--- src/rtl/halflife_pkg.sv ---
// Shared types for the halflife decay controller: FSM states and the
// counter command encoding in {rst,up,down,load} order.
package halflife_pkg;

    localparam int DEF_N = 4;

    typedef enum logic [2:0] {
        IDLE,
        LOAD,
        WAIT,
        HALVE,
        DONE,
        ABORT
    } state_t;

    localparam logic [3:0] CMD_RST  = 4'b1000;
    localparam logic [3:0] CMD_UP   = 4'b0100;
    localparam logic [3:0] CMD_DOWN = 4'b0010;
    localparam logic [3:0] CMD_LOAD = 4'b0001;
    localparam logic [3:0] CMD_HOLD = 4'b0000;

endpackage

--- src/rtl/halflife_ctrl_prescaler.sv ---
// Half-life period prescaler: counts while enabled, tick marks the last
// cycle of the period.
module hl_prescaler #(
    parameter int PERIOD = 16
) (
    input  logic clk,
    input  logic rst,
    input  logic clr,
    input  logic en,
    output logic tick
);

    localparam int W = (PERIOD > 1) ? $clog2(PERIOD) : 1;

    logic [W-1:0] count;

    always_ff @(posedge clk) begin
        if (rst || clr) begin
            count <= '0;
        end else if (en) begin
            count <= count + 1'b1;
        end
    end

    assign tick = (count == W'(PERIOD - 1));

endmodule

--- src/rtl/halflife_ctrl.sv ---
// Decay sequencer: loads an initial value into the external up/down/load
// counter, then halves it once per PERIOD cycles until it reaches zero.
//
//   state | meaning
//   IDLE  | waiting for start
//   LOAD  | counter being loaded with the initial value
//   WAIT  | half-life period elapsing
//   HALVE | counter being loaded with its value shifted right by one
//   DONE  | run finished normally, one-cycle done pulse
//   ABORT | run cancelled, counter being reset
module halflife_ctrl
    import halflife_pkg::*;
#(
    parameter int N      = DEF_N,
    parameter int PERIOD = 16,
    parameter int HW     = 4
) (
    input  logic          clk,
    input  logic          rst,
    input  logic          start,
    input  logic          abort,
    input  logic [N-1:0]  init_val,
    input  logic [N-1:0]  cnt_val,
    output logic          cnt_rst,
    output logic          cnt_up,
    output logic          cnt_down,
    output logic          cnt_load,
    output logic [N-1:0]  cnt_in,
    output logic          busy,
    output logic          done,
    output logic [HW-1:0] halvings
);

    state_t       state;
    state_t       state_nx;
    logic [3:0]   cmd;
    logic [3:0]   cmd_nx;
    logic [N-1:0] load_nx;
    logic         tick;

    hl_prescaler #(.PERIOD(PERIOD)) u_prescaler (
        .clk  (clk),
        .rst  (rst),
        .clr  (state != WAIT),
        .en   (state == WAIT),
        .tick (tick)
    );

    // In LOAD and HALVE, cnt_in holds the value just sent to the counter,
    // so it decides whether the decay has reached zero.
    always_comb begin
        state_nx = state;
        case (state)
            IDLE:        if (start) state_nx = LOAD;
            LOAD, HALVE: begin
                if (abort)              state_nx = ABORT;
                else if (cnt_in == '0)  state_nx = DONE;
                else                    state_nx = WAIT;
            end
            WAIT: begin
                if (abort)     state_nx = ABORT;
                else if (tick) state_nx = HALVE;
            end
            DONE, ABORT: state_nx = IDLE;
            default:     state_nx = IDLE;
        endcase
    end

    always_comb begin
        cmd_nx  = CMD_HOLD;
        load_nx = '0;
        case (state_nx)
            LOAD: begin
                cmd_nx  = CMD_LOAD;
                load_nx = init_val;
            end
            HALVE: begin
                cmd_nx  = CMD_LOAD;
                load_nx = cnt_val >> 1;
            end
            ABORT:   cmd_nx = CMD_RST;
            default: ;
        endcase
    end

    always_ff @(posedge clk) begin
        if (rst) begin
            state    <= IDLE;
            cmd      <= CMD_HOLD;
            cnt_in   <= '0;
            busy     <= 1'b0;
            done     <= 1'b0;
            halvings <= '0;
        end else begin
            state  <= state_nx;
            cmd    <= cmd_nx;
            cnt_in <= load_nx;
            busy   <= (state_nx != IDLE);
            done   <= (state_nx == DONE);
            if (state == IDLE && start) begin
                halvings <= '0;
            end else if (state_nx == HALVE && halvings != '1) begin
                halvings <= halvings + 1'b1;
            end
        end
    end

    assign {cnt_rst, cnt_up, cnt_down, cnt_load} = cmd;

endmodule

--- config.mk ---
export PLATFORM = sky130hd
export DESIGN_NAME = halflife_ctrl
export DESIGN_NICKNAME = d
export VERILOG_FILES = /design/src/rtl/halflife_pkg.sv /design/src/rtl/halflife_ctrl_prescaler.sv /design/src/rtl/halflife_ctrl.sv
export SDC_FILE = /design/constraint.sdc
export NUM_CORES = 1
export LEC_CHECK = 0
export ABC_AREA = 1
export BUFFER_PORTS_ARGS = -buffer_cell sky130_fd_sc_hd__buf_2
export CAP_MARGIN = 20
export CORE_ASPECT_RATIO = 0.75
export CORE_UTILIZATION = 44
export CTS_BUF_LIST = sky130_fd_sc_hd__clkbuf_16
export DETAILED_ROUTE_END_ITERATION = 8
export GPL_ROUTABILITY_DRIVEN = 0
export PLACE_DENSITY = 0.74
export SKIP_LAST_GASP = 1
export SYNTH_ARGS = -nofsm -noshare
export SYNTH_HDL_FRONTEND = slang
export SYNTH_SLANG_ARGS = --single-unit
--- constraint.sdc ---
create_clock -name clk -period 1.3 [get_ports clk]
set_clock_uncertainty 0.1 [all_clocks]
set_input_delay 0.13 -clock clk [delete_from_list [all_inputs] [get_ports clk]]
set_output_delay 0.13 -clock clk [all_outputs]
set_load 0.005 [all_outputs]
After elaboration in Yosys (flattened, before gate mapping):

Index checks and enable logic that the tools add are counted.

* register bits: 21
* input port bits: 12
* output and inout bits: 14
* word-level logic and storage cells: 36

* add/subtract/negate cells: 2
* equality and inequality tests: 10
* mux-type cells: 8
* reduce and logical (&&, ||, !) cells: 9

Operators with widths (number)
* case mux 4 bit (2 select lines): 2
* two-way mux 3 bit: 5
* equality test 3 x 2 -> 1 bit, second input constant: 3
* case mux 3 bit (3 select lines): 1
* adder 4 x 1 -> 4 bit, second input constant: 2
* equality test 3 x 1 -> 1 bit, second input constant: 2
* equality test 3 bit, second input constant: 2
* OR reduction 2 bit: 3
* equality test 4 bit, second input constant: 1
* zero test 4 bit: 1
* inequality test 4 bit, second input constant: 1
* zero test 3 bit: 1
* inequality test 3 x 2 -> 1 bit, second input constant: 1
* nonzero test 3 bit: 1
* logical AND 1 bit: 2
* logical OR 1 bit: 1

Longest topological paths before layout:

Gate-level depths: netlist (run 1).

* depth after elaboration: 7
* depth in mapped cells: 9
* depth with buffers taken out: 9

Hierarchy:

From an unflattened synthesis (run 1), not the netlist that was laid out.

* cell total of the unflattened synthesis: 115
* area total of the unflattened synthesis: 869.6 µm²

By module, submodules not included
* halflife_ctrl: instances 1, cells each 91, area each 693.2 µm², seq. area each 300.3 µm²
* hl_prescaler: instances 1, cells each 24, area each 176.4 µm², seq. area each 80.1 µm²

Least setup slack after synthesis (run 1):

OpenSTA, ideal clock, no wires.

* kind: register to register
* start: register u_prescaler.count[0]
* end: register halvings[1]
* library setup time: 113 ps
* data arrival time: 1037 ps
* data required time: 1087 ps
* path slack: 51 ps
* cell stages (with the launch flop): 9
* buffers on the path: 0
* clock period less this slack: 1249 ps
* cells stage by stage: dfxtp_1 -> ha_1 -> nand2_1 -> nor2_1 -> nand2_1 -> nand3_4 -> nand3_2 -> nor2_1 -> nor2_1

* longest elaborated chain between the ends: 6

RTL lines
* start: declaration: line halflife_ctrl_prescaler.sv:15 `logic [W-1:0] count;`
* start signal: assignment: line halflife_ctrl_prescaler.sv:21 `count <= count + 1'b1;`
* equality test 4 bit: line halflife_ctrl_prescaler.sv:25 `assign tick = (count == W'(PERIOD - 1));`
* two-way mux 3 bit: line halflife_ctrl.sv:62 `else if (tick) state_nx = HALVE;`
* two-way mux 3 bit: line halflife_ctrl.sv:61 `if (abort) state_nx = ABORT;`
* case mux 3 bit (3 select lines): line halflife_ctrl.sv:53 `case (state)`
* equality test 3 x 2 -> 1 bit: line halflife_ctrl.sv:102 `end else if (state_nx == HALVE && halvings != '1) begin`
* logical AND 1 bit: line halflife_ctrl.sv:102
* end signal: assignment: line halflife_ctrl.sv:103 `halvings <= halvings + 1'b1;`
* end: declaration: line halflife_ctrl.sv:31 `output logic [HW-1:0] halvings`

Every way passes these cells.
A chain may end at the register's enable or synchronous reset.

Worst setup path after layout (run 1):

* start: register state[2]
* end: register halvings[3]

* longest elaborated chain between the ends: 5
* elaborated cells on any way between the ends: 13
* classes of those cells: eq/ne: 4; mux: 4; reduce/logical: 5

RTL lines
* start: declaration: line halflife_ctrl.sv:34 `state_t state;`
* start signal: assignment: line halflife_ctrl.sv:95 `state <= state_nx;`
* equality test 3 x 1 -> 1 bit (tied with other cells): line halflife_ctrl.sv:53
* OR reduction 2 bit or two-way mux 3 bit (tied branches): line halflife_ctrl.sv:53, halflife_ctrl.sv:61
* case mux 3 bit (3 select lines): line halflife_ctrl.sv:53
* equality test 3 x 2 -> 1 bit: line halflife_ctrl.sv:102
* logical AND 1 bit: line halflife_ctrl.sv:102

Parallel ways exist; a longest one is shown, timed or not.

==> metrics.md, run 1 <==
| Metric | Value |
|---|---|
| Area of the multi-input gates | slightly below 500 um2 |
| Hold_sp | init_val[3] |
| Largest net degree at the start of global routing | 12 |
| Largest family of logic cells by synthesized area | simple AND/OR/NAND/NOR gates |
| Compound-gate portion of the synthesized area | ~5.0% |
| Yosys cell types | 20 |
| Power Total | ~1400 uW |
| Register area | between 300 and 400 um2 |
| CTS Sinks | 19 |
| Max-cap violations | 0 |
| Synthesized-area fraction occupied by adder cells | 2.92% |
| Overall die height | 40.3 um |
| CTS hold repair buffers | 0 |
| Placed Instance Area | ~1000 um2 |
| Die area | 2130 um2 |
| I/O pin cnt | 26 |
| Layout cells sized above 1 | between 40 and 50% |
| Vias | just over 800 |
| Buffers added on ports | 22 |
| Syn Inst Count | between 100 and 150 |
| # rows | 13 |
| Setup crit start kind | register |
| Pleak | approximately 0.00062 uW |
| Cells on Worst Hold Path | 3 |
| Clock Root Buffer | clkbuf_16 |
| Initial antenna violation count | 0 |
| Clock Path Buffers | 2 |
| Worst setup margin | -66.5 ps |
| Avg Synthesized Cell Area | 7.40 um2 |
| Filler cells | 140 |
| Final Max Slew Viols | 0 |
| Max frequency | ~0.73 GHz |
| Clk slew on worst S/H paths | 50 ps |
| Vias per inst | between 4 and 5 |
| Synth Area in Simple Gates | roughly 37% |
| Met2 usage | 26.9% |
| Diode count | 0 |
| Worst-Skew Late Latency | approximately 250 ps |
| R2r setup slk | -70 ps |
| Met3 Use GR | just under 7% |
| Worst Setup Path Type | register to register |
| Drt wl/cell | 11.4 um |
| H-tree depth | 1 |
| Post-synthesis mux area share | 0% |
| RSZ-0062 raised after global routing | true |
| First-pass GRT wire length | 2330 um |
| Final worst path period share | 105% |
| Setup TNS Final | -158 ps |
| Pre-antenna DRT Iters | 4 |
| Drt initial violations | 12 |
| CP required | 1350 ps |
| Worst Hold Class | input port to register |
| Core area | about 1800 um2 |
| Crit path DAT | 1410 ps |
| R2R cell count | 9 |
| Final Hold Fails | 0 |
| Max VDD drop | about 0.9 mV |
| Design Area, Final | around 1200 um2 |
| Post-route ant nets | 0 |
| Warnings, synthesis | 0 |
| Hold Path Sink | cnt_in[3] |
| Area delta synth->final | 42.9% |
| Synthesized cell area | around 860 um2 |
| GR peak layer | met2 |
| Crit-path max FO | 5 |
| Die span in x | around 53 um |
| Cell area power density | ~1200 nW/um2 |
| Num CTS Buffers | 3 |
| Status | finished with violations |
| WL final | slightly below 2000 um |
| Initial Utilization | a little under half |
| Most frequent cells in the layout | nand2_1 (22), buf_2 (22), inv_1 (16) |
| Met1 Track Usage GR | 19.0% |
| Vias in the first global route | between 500 and 600 |
| Synth Area in XOR/XNOR | 0% |
| Tot GR Track Use | between 15 and 20% |
| Final setup violation count | 6 |
| Drt drc | 0 |
| GR Overflow Total | 0 |
| Worst R2R Start | state[2] |
| R2r endpoint | halvings[3] |
| Sequential share of the synthesized area | between 40% and 50% |
| DP Wirelength | roughly 1200 um |
| #FFs+latches synth | 19 |
| Minimum clock period | approximately 1400 ps |
| Failing checks | negative setup slack |
| Nets | between 150 and 200 |
| CP endpoint kind | register |
| CTS tree | built |
-- through the flow --
step | utilization [%] | hold WS (ps) | setup slack, ps | instances
global route | 68.5 | 14.2 | -152 | 172
finish | 68.5 | 0.699 | -66.5 | 172
global placement | 56.7 | 256 | -1.08 | 163
CTS | 61.2 | 3.23 | -73.3 | 167
detailed placement | 56.7 | 262 | -37.7 | 163
floorplan | - | 99.1 | 50.6 | 117
-- Yosys cell counts --
cell type	count	area share, %
nand3_1	4	2.3
buf_4	2	1.7
inv_1	18	7.9
nand3b_1	1	0.87
nand4_1	3	2.2
nand3_4	1	2.0
nor3b_1	1	0.87
nand2_2	2	1.5
inv_2	1	0.44
ha_1	2	2.9
nor2_4	3	3.9
conb_1	1	0.44
nor3_1	1	0.58
nand3_2	1	1.2
dfxtp_1	19	44
o211ai_1	1	0.87
nor2_1	16	7.0
nand2_4	1	1.3
nand2_1	31	14
a21oi_1	7	4.1
-- logic make-up (layout without fill, tap and decap cells) --
logic type                 count (synthesis)  in the layout
AOI/OAI and AO/OA                          8              8
DFF                                       19             19
and+or+nand+nor                           65             66
buffers and inverters                     21             53
adders and majority gates                  2              2
other                                      1              2
-- worst max-delay path by stage --
stage | from | endpoint | slack, ps
finish | state[2] | halvings[3] | -70
global route | state[0] | halvings[3] | -150
floorplan | u_prescaler.count[0] | halvings[1] | 50
detailed placement | u_prescaler.count[0] | halvings[1] | -40
CTS | u_prescaler.count[0] | halvings[3] | -70
global placement | u_prescaler.count[0] | halvings[1] | -1
-- worst max-delay path, cell delays in order, from the launching register on --
cell      delay (ps)
dfxtp_2          340
inv_1             70
nand2_2           70
nor2_4            50
nor2_4           170
nand3_4          130
nand3b_1         100
nand2_1           60
inv_1             90
nor2_2            50
-- registers in the layout (all words and copies together), names as in the netlist --
register and cells:
cmd 2, busy 1, halvings 4, state 3, done 1, cnt_in 4
u_prescaler.count 4
-- metal layers --
layer  up-vias  wire (um)
met4         0         11
met5         -          0
met3         4        114
li1        425          -
met2        26        914
met1       373        915
-- cell type report --
cell class / count / share of cell area [%]
Clock buffer: 3 / 6.12
Clock inverter: 1 / 0.408
Inverter: 19 / 5.82
Multi-Input combinational cell: 78 / 40.0
Sequential cell: 19 / 31.5
Tap cell: 22 / 2.24
Timing Repair Buffer: 30 / 13.9
-- report_power, final --
part / leakage, uW / switching (uW) / internal [uW]
combinational: 0.000419 / 116 / 76.9
clock: 0.0000409 / 214 / 412
sequential: 0.000157 / 10.5 / 608
-- timing repair --
item,in CTS,in global routing
buffers inserted,0,4
pin swaps,1,10
gates cloned,0,1
gates resized for setup,0,30
setup endpoints to repair,7,12
(Power assumes the default switching activity.)
==> run 2, diff against run 1 <==
CORE_MARGIN = 1.5   (was unset)
REMOVE_ABC_BUFFERS = 1   (was unset)
==> run 2 against run 1 <==
  * The run still ends with negative setup slack left
  * Critical endpoint is now cnt_in[0]
  * Clock power is essentially flat
  * First-iteration DRC count increased by 75%
  * Design area shrank 5.8%
  * Final cell count down 2.3%
  * Register-to-register slack gained 20 ps
  * Highest routed layer unchanged
  * Utilization shrank 4.0 points
==> metrics.md, run 2 (synthesis results as in run 1) <==
| Metric | Value |
|---|---|
| Status | finished with violations (unchanged) |
| Failing checks | negative setup slack (unchanged) |
| H-tree depth | 1 (unchanged) |
| Clk slew on worst S/H paths | 50 ps (about the same) |
| Met1 Track Usage GR | 19.2% (was 19.0%) |
| Num CTS Buffers | 3 (unchanged) |
| Final Max Slew Viols | 0 (unchanged) |
| Layout cells sized above 1 | 37.7% (was 46.0%) |
| Max VDD drop | 1.16 mV (was 0.915 mV) |
| Filler cells | 156 (was 140) |
| Cells after DPL | 163 (unchanged) |
| CTS hold repair buffers | 0 (unchanged) |
| Drt initial violations | 21 (was 12) |
| Worst setup margin | -42.8 ps (was -66.5 ps) |
| # rows | 13 (unchanged) |
| Crit-path max FO | 8 (was 5) |
| First-pass GRT wire length | 2550 um (was 2330 um) |
| Clock Root Buffer | clkbuf_16 (unchanged) |
| Max-cap violations | 0 (unchanged) |
| Pleak | 0.000599 uW (was 0.000616 uW) |
| R2r setup slk | -40 ps (was -70 ps) |
| Final Hold Fails | 0 (unchanged) |
| Buffers added on ports | 22 (unchanged) |
| Area delta synth->final | 34.5% (was 42.9%) |
| Met3 Use GR | 8.03% (was 6.82%) |
| Diode count | 0 (unchanged) |
| Largest regs | cnt_in: 4 flops, halvings: 4 flops, u_prescaler.count: 4 flops (unchanged) |
| Dpl ws | -66.7 ps (was -37.7 ps) |
| RSZ-0062 raised after global routing | true (unchanged) |
| CP most frequent cell | nand2_2 |
| CTS tree | built (unchanged) |
| Most common cell after layout, fill and taps aside | nand2_1 |
| Tot GR Track Use | 17.3% (was 15.9%) |
| CP Cell Sequence | inv_2 > nand2_2 > nor2_4 > nand2_2 > nand2_4 > nand2_2 > inv_2 > nand2_1 > a21oi_2 (was inv_1 > nand2_2 > nor2_4 > nor2_4 > nand3_4 > nand3b_1 > nand2_1 > inv_1 > nor2_2) |
| Initial antenna violation count | 0 (unchanged) |
| Area of the multi-input gates | 452 um2 (was 490 um2) |
| Die area | 2230 um2 (was 2130 um2) |
| CTS Sinks | 19 (unchanged) |
| Worst-Skew Late Latency | 250 ps (about the same) |
| GR Overflow Total | 0 (unchanged) |
| Clock Path Buffers | 2 (unchanged) |
| Final worst path period share | 103% (was 105%) |
| Worst path slowest cell | dfxtp_2 (unchanged) |
| DP Wirelength | 1240 um (was 1220 um) |
| Worst Hold Class | input port to register (unchanged) |
| Overall die height | 41.3 um (was 40.3 um) |
| CP required | 1390 ps (was 1350 ps) |
| Minimum clock period | 1340 ps (was 1370 ps) |
| Nets | 161 (was 165) |
| Vias | 803 (was 828) |
| Setup crit start kind | register (unchanged) |
| GR peak layer | met2 (unchanged) |
| I/O pin cnt | 26 (unchanged) |
| Final non-filler cell total | 168 (was 172) |
| Largest net degree at the start of global routing | 11 (was 12) |
| Met2 usage | 29.0% (was 26.9%) |
| Vias in the first global route | 616 (was 572) |
| Buffers and inverters on the worst path | 2 (unchanged) |
| Initial Utilization | 48.0% (unchanged) |
| Drt wl/cell | 10.6 um (was 11.4 um) |
| CP endpoint kind | register (unchanged) |
| Most frequent cells in the layout | nand2_1 (25), buf_2 (22), inv_1 (18) (was nand2_1 (22), buf_2 (22), inv_1 (16)) |
| Worst Setup Path Type | register to register (unchanged) |
| Max frequency | 0.745 GHz (was 0.732 GHz) |
| Pre-antenna DRT Iters | 4 (unchanged) |
| Crit path DAT | 1430 ps (was 1410 ps) |
| Cell area power density | 1220 nW/um2 (was 1170 nW/um2) |
| Critical Path Max Stage Delay | 320 ps (was 340 ps) |
| Setup TNS Final | -129 ps (was -158 ps) |
| Cell family with most CP delay | simple AND/OR/NAND/NOR gates (unchanged) |
| Power Total | 1410 uW (was 1440 uW) |
| Register area | 385 um2 (was 387 um2) |
| Setup Fix Bufs, Post-CTS | 0 (unchanged) |
| WL final | 1780 um (was 1960 um) |
| Post-route ant nets | 0 (unchanged) |
| Core area | 1790 um2 (unchanged) |
| Drt drc | 0 (unchanged) |
| Die span in x | 54 um (was 53 um) |
| Final setup violation count | 5 (was 6) |
| Vias per inst | 4.78 (was 4.81) |
==> run 2: where the power goes <==
group / total [uW] / internal, uW / switching [uW] / leakage, uW
logic: 168 / 66.0 / 102 / 0.000400
registers: 617 / 608 / 9.24 / 0.000156
clock network: 627 / 409 / 218 / 0.0000423
==> run 2: layout make-up <==
| cell class | count | area share (%) |
|---|---|---|
| inverters | 19 | 6.18 |
| repair buffers | 26 | 12.1 |
| well taps | 22 | 2.38 |
| clock buffers | 3 | 6.50 |
| flip-flops and latches | 19 | 33.4 |
| clock inverters | 1 | 0.325 |
| multi-input cells | 78 | 39.1 |
==> run 2: path summary, 6_finish.rpt <==
check / to / cells past startpoint / from
hold / removal: cnt_in[3] / 3 / init_val[3]
hold reg to reg: u_prescaler.count[0] / 2 / u_prescaler.count[0]
setup / recovery: cnt_in[0] / 9 / state[0]
setup reg to reg: cnt_in[0] / 9 / state[0]
==> run 2: stage by stage <==
stage / hold slack (ps) / util [%] / cell area [um2]
after floorplan: 99.1 / - / 847
after global placement: 256 / 56.7 / 1010
after detailed placement: 268 / 56.7 / 1010
after CTS: 11.8 / 62.3 / 1110
after global routing: 17.1 / 64.5 / 1150
final: 0.556 / 64.5 / 1150
==> run 2: metal layers <==
layer  share of wire, %  vias up
met4                1.7        0
met5                  0        -
met2                 44       26
met1                 47      356
li1                   -      415
met3                7.9        6
==> run 2: worst register-to-register path, cell delays in order (launching register included) <==
cell     delay (ps)
dfxtp_2         320
inv_2            50
nand2_2          50
nor2_4          210
nand2_2         110
nand2_4         120
nand2_2          70
inv_2            70
nand2_1          60
a21oi_2         120
==> run 2: repair_timing <==
item / CTS / global route
gates resized for setup: 5 / 14
gates cloned: 1 / 0
endpoints found under the setup margin: 7 / 13
pin swaps: 3 / 6
